===== config.mk =====
export PLATFORM = sky130hd
export DESIGN_NAME = spi_readout_responder
export DESIGN_NICKNAME = d
export VERILOG_FILES = /design/src/rtl/spi_readout_responder.sv
export SDC_FILE = /design/constraint.sdc
export NUM_CORES = 1
export LEC_CHECK = 0
export BUFFER_PORTS_ARGS = -buffer_cell sky130_fd_sc_hd__buf_2
export CAP_MARGIN = 5
export CORE_MARGIN = 8
export CORE_UTILIZATION = 30
export DETAILED_ROUTE_END_ITERATION = 8
export SLEW_MARGIN = 20
export SYNTH_ARGS = -nofsm -noshare
export SYNTH_HDL_FRONTEND = slang
export SYNTH_SLANG_ARGS = --single-unit

===== constraint.sdc =====
create_clock -name clock -period 6.6 [get_ports clock]
set_input_delay 0.66 -clock clock [delete_from_list [all_inputs] [get_ports clock]]
set_output_delay 0.66 -clock clock [all_outputs]
set_load 0.05 [all_outputs]

===== src/rtl/spi_readout_responder.sv =====
// AstroPix-style SPI readout responder: queues 64-bit hit words and returns them two bits per SPI clock on MISO0/MISO1.
// All SPI inputs are oversampled in the system clock domain; MOSI bytes are collected alongside the transmit path.
module spi_readout_responder #(
  parameter int HIT_DEPTH = 4
) (
  input  logic        clock,
  input  logic        reset,
  input  logic        spi_csb,
  input  logic        spi_clock,
  input  logic        spi_mosi,
  output logic        spi_miso0,
  output logic        spi_miso1,
  output logic        interruptB,
  input  logic [63:0] hit_data,
  input  logic        hit_valid,
  output logic        hit_ready,
  output logic [7:0]  rx_data,
  output logic        rx_valid,
  output logic [15:0] words_sent,
  output logic        word_aborted
);

  localparam int PW = (HIT_DEPTH > 1) ? $clog2(HIT_DEPTH) : 1;
  localparam int CW = PW + 1;

  // [0] first flop, [1] synchronized value, [2] previous synchronized value
  logic [2:0] csb_sr, clk_sr, mosi_sr;

  logic [63:0]   mem [HIT_DEPTH];
  logic [PW-1:0] wr_ptr, rd_ptr;
  logic [CW-1:0] count;

  logic [63:0] shifter;
  logic [4:0]  pair_cnt;
  logic        tx_real;
  logic [7:0]  rx_shift;
  logic [2:0]  bit_cnt;

  logic        csb_low, clk_rise, clk_fall, csb_rise;
  logic        push, pop;
  logic [63:0] tx_word;
  logic [7:0]  rx_next;

  always_ff @(posedge clock or posedge reset) begin
    if (reset) begin
      csb_sr  <= 3'b111;
      clk_sr  <= 3'b000;
      mosi_sr <= 3'b000;
    end else begin
      csb_sr  <= {csb_sr[1:0], spi_csb};
      clk_sr  <= {clk_sr[1:0], spi_clock};
      mosi_sr <= {mosi_sr[1:0], spi_mosi};
    end
  end

  always_comb begin
    csb_low   = ~csb_sr[1];
    clk_rise  = csb_low & clk_sr[1] & ~clk_sr[2];
    clk_fall  = csb_low & ~clk_sr[1] & clk_sr[2];
    csb_rise  = csb_sr[1] & ~csb_sr[2];
    hit_ready = (count < CW'(HIT_DEPTH));
    push      = hit_valid & hit_ready;
    pop       = clk_rise & (pair_cnt == 5'd0) & (count != '0);
    tx_word   = pop ? mem[rd_ptr] : 64'd0;
    // MOSI taken from the stage aligned with the last high SPI clock sample
    rx_next   = {rx_shift[6:0], mosi_sr[2]};
  end

  always_ff @(posedge clock) begin
    if (push) mem[wr_ptr] <= hit_data;
  end

  always_ff @(posedge clock or posedge reset) begin
    if (reset) begin
      wr_ptr <= '0;
      rd_ptr <= '0;
      count  <= '0;
    end else begin
      if (push) wr_ptr <= wr_ptr + 1'b1;
      if (pop)  rd_ptr <= rd_ptr + 1'b1;
      case ({push, pop})
        2'b10:   count <= count + 1'b1;
        2'b01:   count <= count - 1'b1;
        default: count <= count;
      endcase
    end
  end

  always_ff @(posedge clock or posedge reset) begin
    if (reset) begin
      shifter      <= '0;
      pair_cnt     <= '0;
      tx_real      <= 1'b0;
      spi_miso0    <= 1'b0;
      spi_miso1    <= 1'b0;
      words_sent   <= '0;
      word_aborted <= 1'b0;
      rx_shift     <= '0;
      bit_cnt      <= '0;
      rx_data      <= '0;
      rx_valid     <= 1'b0;
      interruptB   <= 1'b1;
    end else begin
      rx_valid   <= 1'b0;
      interruptB <= ~((count != '0) | tx_real);
      if (csb_rise) begin
        pair_cnt  <= '0;
        bit_cnt   <= '0;
        rx_shift  <= '0;
        spi_miso0 <= 1'b0;
        spi_miso1 <= 1'b0;
        if (tx_real) begin
          word_aborted <= 1'b1;
          tx_real      <= 1'b0;
        end
      end else if (!csb_low) begin
        spi_miso0 <= 1'b0;
        spi_miso1 <= 1'b0;
      end else begin
        if (clk_rise) begin
          pair_cnt <= pair_cnt + 1'b1;
          if (pair_cnt == 5'd0) begin
            tx_real   <= pop;
            spi_miso0 <= tx_word[63];
            spi_miso1 <= tx_word[62];
            shifter   <= {tx_word[61:0], 2'b00};
          end else begin
            spi_miso0 <= shifter[63];
            spi_miso1 <= shifter[62];
            shifter   <= {shifter[61:0], 2'b00};
          end
        end
        if (clk_fall) begin
          rx_shift <= rx_next;
          bit_cnt  <= bit_cnt + 1'b1;
          if (bit_cnt == 3'd7) begin
            rx_data  <= rx_next;
            rx_valid <= 1'b1;
          end
          // Counter has wrapped to 0 only after the 32nd rising edge of a word
          if (pair_cnt == 5'd0 && tx_real) begin
            words_sent <= words_sent + 1'b1;
            tx_real    <= 1'b0;
          end
        end
      end
    end
  end

endmodule


==> flow_summary.yaml, run 1 <==
outcome:
  run_status: "complete, no violations"
cts:
  clock_latency_ps: 540
  htreeDepth: 2
  root_buffer: "clkbuf_16"
  cts_tree: "done"
  cts_resized: 0
  clockBufferDepth: 3
  clock-sinks: 379
  cts.clk_slew.worst_paths_ps: 60
  cts_hold_buf: 0
  cts_setup_buffers: 0
  cts_made_buffers: 41
timing:
  finalCriticalPeriod_ps: 3110
  fin_ws_ps: 3490
  finalCritPeriodShare_pct: 47.2
  finalSetupViolCount: 0
  slew_violations: 0
  clock_skew_ps: 17.9
  whs_ps: 217
  max-slew-margin-rel_pct: 28.7
  tns_ps: 0
  finalHoldViolations: 0
  rsz0062_at_grt: "false"
  worst-slew-pin-transition_ps: 1070
  max_freq_mhz: 321
finish:
  drive_gt1_share_pct: 26.3
  areaGrowthSynthToFinish_pct: 17.4
  fin_nets: 1012
  instances_no_fill: 1582
  fin_util_pct: 35.7
  fin_area_um2: 17000
global_routing:
  grt-ovfl-total: 0
  grt_pass1_vias: 7787
  grt_usage_pct: 10.7
  grt_pass1_wl_um: 47200
  grt_start_max_net_pins: 67
  grt_antenna_before_repair: 10
pwr:
  power.density_nw_per_um2: 401
  leakage_nw: 6.15
  switching_share_pct: 27.7
  seqPwrFrac_pct: 48.6
  power.internal_mw: 4.94
  ir_drop_mv: 0.256
  clkPwrFrac_pct: 33.2
  total_power_mw: 6.83
  p_sw_mw: 1.90
  pwr-share-comb_pct: 18.2
detailed_routing:
  drtIter0Drc: 468
  vias: 7488
  antenna_left: 0
  first_pass_iters: 4
  drt_wl_total_um: 30100
  remaining_drc_errors: 0
  vias_per_cell: 4.73
  wl_per_cell_um: 19.0
synth:
  netlist_area_um2: 14500
  synth_seq_cells: 379
  ys_seq_area_share_pct: 74.2
  synth_area_leaders: "edfxtp_1, dfrtp_1, mux4_2, a221oi_1, nor2_1"
  syn_avg_cell_area_um2: 17.5
  postSynth.asyncResetShare_pct: 32.5
  synth-edff-count: 256
  syn-num-nets: 909
  synth_top_area_share_pct: 52.9
  synth_top_cell_by_area: "edfxtp_1"
  ys_warn_count: 0
  ys.flop_type: "edfxtp_1"
  yosysUniqueCellTypes: 43
  synth_cells: 828
placed_design:
  place_inst: 1501
  dp_hpwl_um: 16500
  routabilityCongestion: 0.684
  io_buffers: 99
  placed_area_um2: 15600
  pre_cts_ws_ps: 3470
setup_path:
  path_class: "reg -> reg"
  arrival_ps: 3570
  endpoint_kind: "register"
  critPathLaunchType: "register"
  critPathRequiredTime_ps: 7060
  critPathMaxFanout: 66
  r2r_slack_ps: 3490
floorplanning:
  die-area_um2: 55700
  die_x_um: 236
  ioPinCount: 100
  core-area_um2: 47700
  rows: 80
  die_y_um: 236
  initial_utilization_pct: 30.4
worst_hold_path:
  hold_class: "in -> async"
job:
  maxCapViolCount: 0
## cells by family (layout without fill, tap and decap cells)
logic type               Yosys count  after routing  share of synthesized area (%)
XOR/XNOR                          24             24                           1.45
AO/OA/AOI/OAI                     75             75                           4.33
AND/OR/NAND/NOR                  207            207                           6.57
adder cells (fa/ha/maj)           11             11                          0.999
flip-flops                       379            379                           74.2
other                              0              3                              0
multiplexers                      74             74                           10.7
buffers and inverters             58            194                           1.79
## flip-flops by register name, indices dropped and copies added, names as in the netlist, 3 cells and up
| register | flops |
|---|---|
| csb_sr | 3 |
| bit_cnt | 3 |
| rx_shift | 7 |
| mem | 256 |
| clk_sr | 3 |
| words_sent | 16 |
| mosi_sr | 3 |
| shifter | 62 |
| pair_cnt | 5 |
| rx_data | 8 |
| count | 3 |
## cells in the final DEF, fill, tap and decap left out, drive strengths merged, types with 18 or more instances in the layout
master and n:
dfrtp 119, edfxtp 256, nand2 29, buf 106
nor2 127, xnor2 18, nand3 19, a221oi 60
mux4 64, clkbuf 61
## routing by layer
metal / GRT usage, % / routed length [µm] / vias up / share of wire, %
met3: 3.14 / 1840 / 44 / 6.1
li1: - / - / 3426 / -
met4: 2.79 / 505 / 6 / 1.7
met2: 17.2 / 14500 / 185 / 48
met1: 13.9 / 13200 / 3827 / 44
met5: 0 / 43 / - / 0.14
## power by group through the flow
stage / combinational (mW) / sequential [mW] / clock (mW)
global placement: 1.24 / 3.36 / 0
floorplan: 1.05 / 3.21 / 0
global route: 1.37 / 3.39 / 2.42
CTS: 1.26 / 3.34 / 2.34
finish: 1.24 / 3.32 / 2.27
detailed placement: 1.26 / 3.38 / 0
## worst paths after layout
path                        startpoint         end  cells past startpoint
setup / recovery           pair_cnt[0]    count[2]                     10
hold / removal                   reset  mosi_sr[2]                      2
setup reg to reg           pair_cnt[0]    count[2]                     10
hold reg to reg             mosi_sr[0]  mosi_sr[1]                      0
max in group asynchronous        reset   rd_ptr[1]                      3
min in group clock           spi_clock   clk_sr[0]                      1
## cell type report
class                      instances  area (µm²)
clock buffer                      61        1170
timing repair buffer             106         588
clock inverter                    15         174
multi-input combinational        391        3510
sequential                       379       10800
inverter                          12        50.0
tap                              615         769
fill                            4464       30700
antenna                            3        7.51
## Yosys cell counts, types with 2 or more instances
cell type / n
o2bb2ai_1: 2
nor3_1: 2
inv_1: 12
nand2b_1: 2
ha_1: 10
buf_1: 4
a21oi_1: 4
clkbuf_1: 23
xor2_1: 6
dfstp_2: 4
a221oi_1: 60
buf_4: 5
edfxtp_1: 256
dfrtp_1: 119
nand3_1: 19
nor3b_1: 2
mux2_2: 9
and2_1: 5
xnor2_1: 18
nor2_1: 126
mux4_2: 64
nor2b_1: 3
and4_1: 2
buf_2: 13
nand2_1: 29
o21ai_0: 3
nor4_4: 2
and3_1: 3
a22o_1: 2
nand4_1: 6
## critical path, stage by stage (launching register included)
cell	delay [ps]
dfrtp_1	410
inv_1	70
ha_1	160
or4b_4	850
nor3_4	470
ha_1	250
inv_1	60
fa_1	370
xor2_1	150
nor2_1	110
xnor2_1	130
No activity file was read; power rests on OpenSTA's default activity.
==> run 2: changes to the inputs <==
==> constraint.sdc (replaced) <==
create_clock -name clock -period 3.23 [get_ports clock]
set_input_delay 0.323 -clock clock [delete_from_list [all_inputs] [get_ports clock]]
set_output_delay 0.323 -clock clock [all_outputs]
set_load 0.05 [all_outputs]
==> flow_summary.yaml, run 2 (same netlist as run 1, synthesis figures left out) <==
finish:
  fin_nets: 1096
  top_register: "mem"
  layout_common_cells: "edfxtp_1, nor2_1, dfrtp_1"
  drive_gt1_share_pct: 26.4
  n_fill_cell: 4380
  instances_no_fill: 1663
  largest_register_ffs: 256
  top_regs: "mem (256), shifter (62), words_sent (16)"
  layout_commonest_cell: "edfxtp_1"
  areaGrowthSynthToFinish_pct: 23.2
setup_path:
  cp_slowest_cell: "or4b_4"
  crit_path_cell_trace: "inv_1 -> ha_1 -> or4b_4 -> nor3_4 -> ha_1 -> inv_1 -> fa_1 -> xor2_1 -> nor2_1 -> xnor2_1"
  cpPeakStageDelay_ps: 580
  crit_buf_inv: 2
  critical-path-top-delay-family: "simple AND/OR/NAND/NOR gates"
  arrival_ps: 2990
  critPathRequiredTime_ps: 3680
  endpoint_kind: "register"
  critPathMaxFanout: 7
  critPathLaunchType: "register"
  path_class: "reg -> reg"
global_routing:
  grt_usage_pct: 10.7
  grt_antenna_before_repair: 4
  grt_pass1_wl_um: 48100
  grt_start_max_net_pins: 124
  grt-ovfl-total: 0
  grt_pass1_vias: 8315
floorplanning:
  rows: 80
  die-area_um2: 55700
  die_x_um: 236
  core-area_um2: 47700
  initial_utilization_pct: 30.4
  die_y_um: 236
  ioPinCount: 100
timing:
  max_freq_mhz: 394
  tns_ps: 0
  slew_violations: 0
  max-slew-margin-rel_pct: 48.1
  finalSetupViolCount: 0
  clock_skew_ps: 19.7
  finalHoldViolations: 0
  rsz0062_at_grt: "false"
  worst-slew-pin-transition_ps: 778
  finalCritPeriodShare_pct: 78.6
  finalCriticalPeriod_ps: 2540
detailed_routing:
  first_pass_iters: 5
  wl_per_cell_um: 18.2
  antenna_left: 0
  drtIter0Drc: 404
  vias: 7889
  vias_per_cell: 4.74
  drt_wl_total_um: 30200
  remaining_drc_errors: 0
pwr:
  p_sw_mw: 3.92
  leakage_nw: 6.53
  power.density_nw_per_um2: 791
  ir_drop_mv: 0.465
  clkPwrFrac_pct: 32.5
  seqPwrFrac_pct: 46.5
  switching_share_pct: 27.7
  power.internal_mw: 10.2
  pwr-share-comb_pct: 20.9
cts:
  cts_made_buffers: 40
  root_buffer: "clkbuf_16"
  htreeDepth: 2
  clock-sinks: 379
  cts_tree: "done"
  clockBufferDepth: 3
  cts.clk_slew.worst_paths_ps: 60
  cts_setup_buffers: 0
  clock_latency_ps: 540
  cts_resized: 0
placed_design:
  place_inst: 1523
  routabilityCongestion: 0.694
  dp_hpwl_um: 18200
  io_buffers: 99
worst_hold_path:
  hold_class: "in -> reg"
outcome:
  run_status: "complete, no violations"
job:
  maxCapViolCount: 0
## run 2: cell types whose count changed in the layout (fill, tap and decap cells not counted), moves of 2 or more
cell / previous run / this run
clkbuf_1: 15 / 11
buf_16: 2 / 0
clkinvlp_4: 0 / 2
buf_12: 0 / 8
buf_4: 5 / 19
clkbuf_8: 3 / 6
dlygate4sd3_1: 0 / 65
diode_2: 3 / 1
clkbuf_16: 43 / 41
## run 2: layout make-up
type                            instances  area, µm²  area share (%)
Clock inverter                         16        189            1.06
Clock buffer                           58       1150            6.43
Tap cell                              615        769            4.30
Timing Repair Buffer                  191       1450            8.10
Sequential cell                       379      10800            60.2
Multi-Input combinational cell        391       3510            19.6
Inverter                               12       48.8           0.273
Antenna cell                            1       2.50          0.0140
## run 2: repair_timing
| item | in CTS | in global routing |
|---|---|---|
| hold endpoints to repair | 246 | 5 |
| endpoints found under the setup margin | 0 | 0 |
| hold buffers | 64 | 1 |
## run 2: power by group through the flow
stage / combinational [mW] / sequential [mW] / clock [mW]
2_1_floorplan: 2.14 / 6.55 / 0
3_3_place_gp: 2.93 / 6.66 / 0
3_5_place_dp: 2.99 / 6.69 / 0
4_1_cts: 3.07 / 6.61 / 4.73
5_1_grt: 3.23 / 6.69 / 4.91
6_report: 2.96 / 6.59 / 4.60
## run 2: final timing paths
path                              start         end  slack, ps  cells past startpoint
setup / recovery            pair_cnt[0]    count[2]        690                     10
hold / removal             hit_data[29]  mem[2][29]         30                      1
min in group asynchronous         reset  mosi_sr[1]        500                      4
max in group asynchronous         reset   rd_ptr[0]       2120                      4
hold reg to reg              mosi_sr[0]  mosi_sr[1]        350                      0
setup reg to reg            pair_cnt[0]    count[2]        690                     10
## run 2: routing by layer
layer / vias up / track usage, % / wire length (µm)
met2: 170 / 17.7 / 14700
met4: 6 / 2.51 / 406
met3: 45 / 2.54 / 1510
met5: - / 0 / 41
met1: 4068 / 14.2 / 13600
li1: 3600 / - / -
## run 2: per-stage QoR
stage          util [%]  worst slack (ps)  hold WS (ps)  instance area (µm²)  power [mW]
2_1_floorplan         -               545           327                14500        8.69
3_3_place_gp       33.3               727           335                15900        9.59
3_5_place_dp       33.3               704           337                15900        9.68
4_1_cts            37.4               690          4.94                17900        14.4
5_1_grt            37.5               536         0.390                17900        14.8
6_report           37.5               691          28.9                17900        14.2
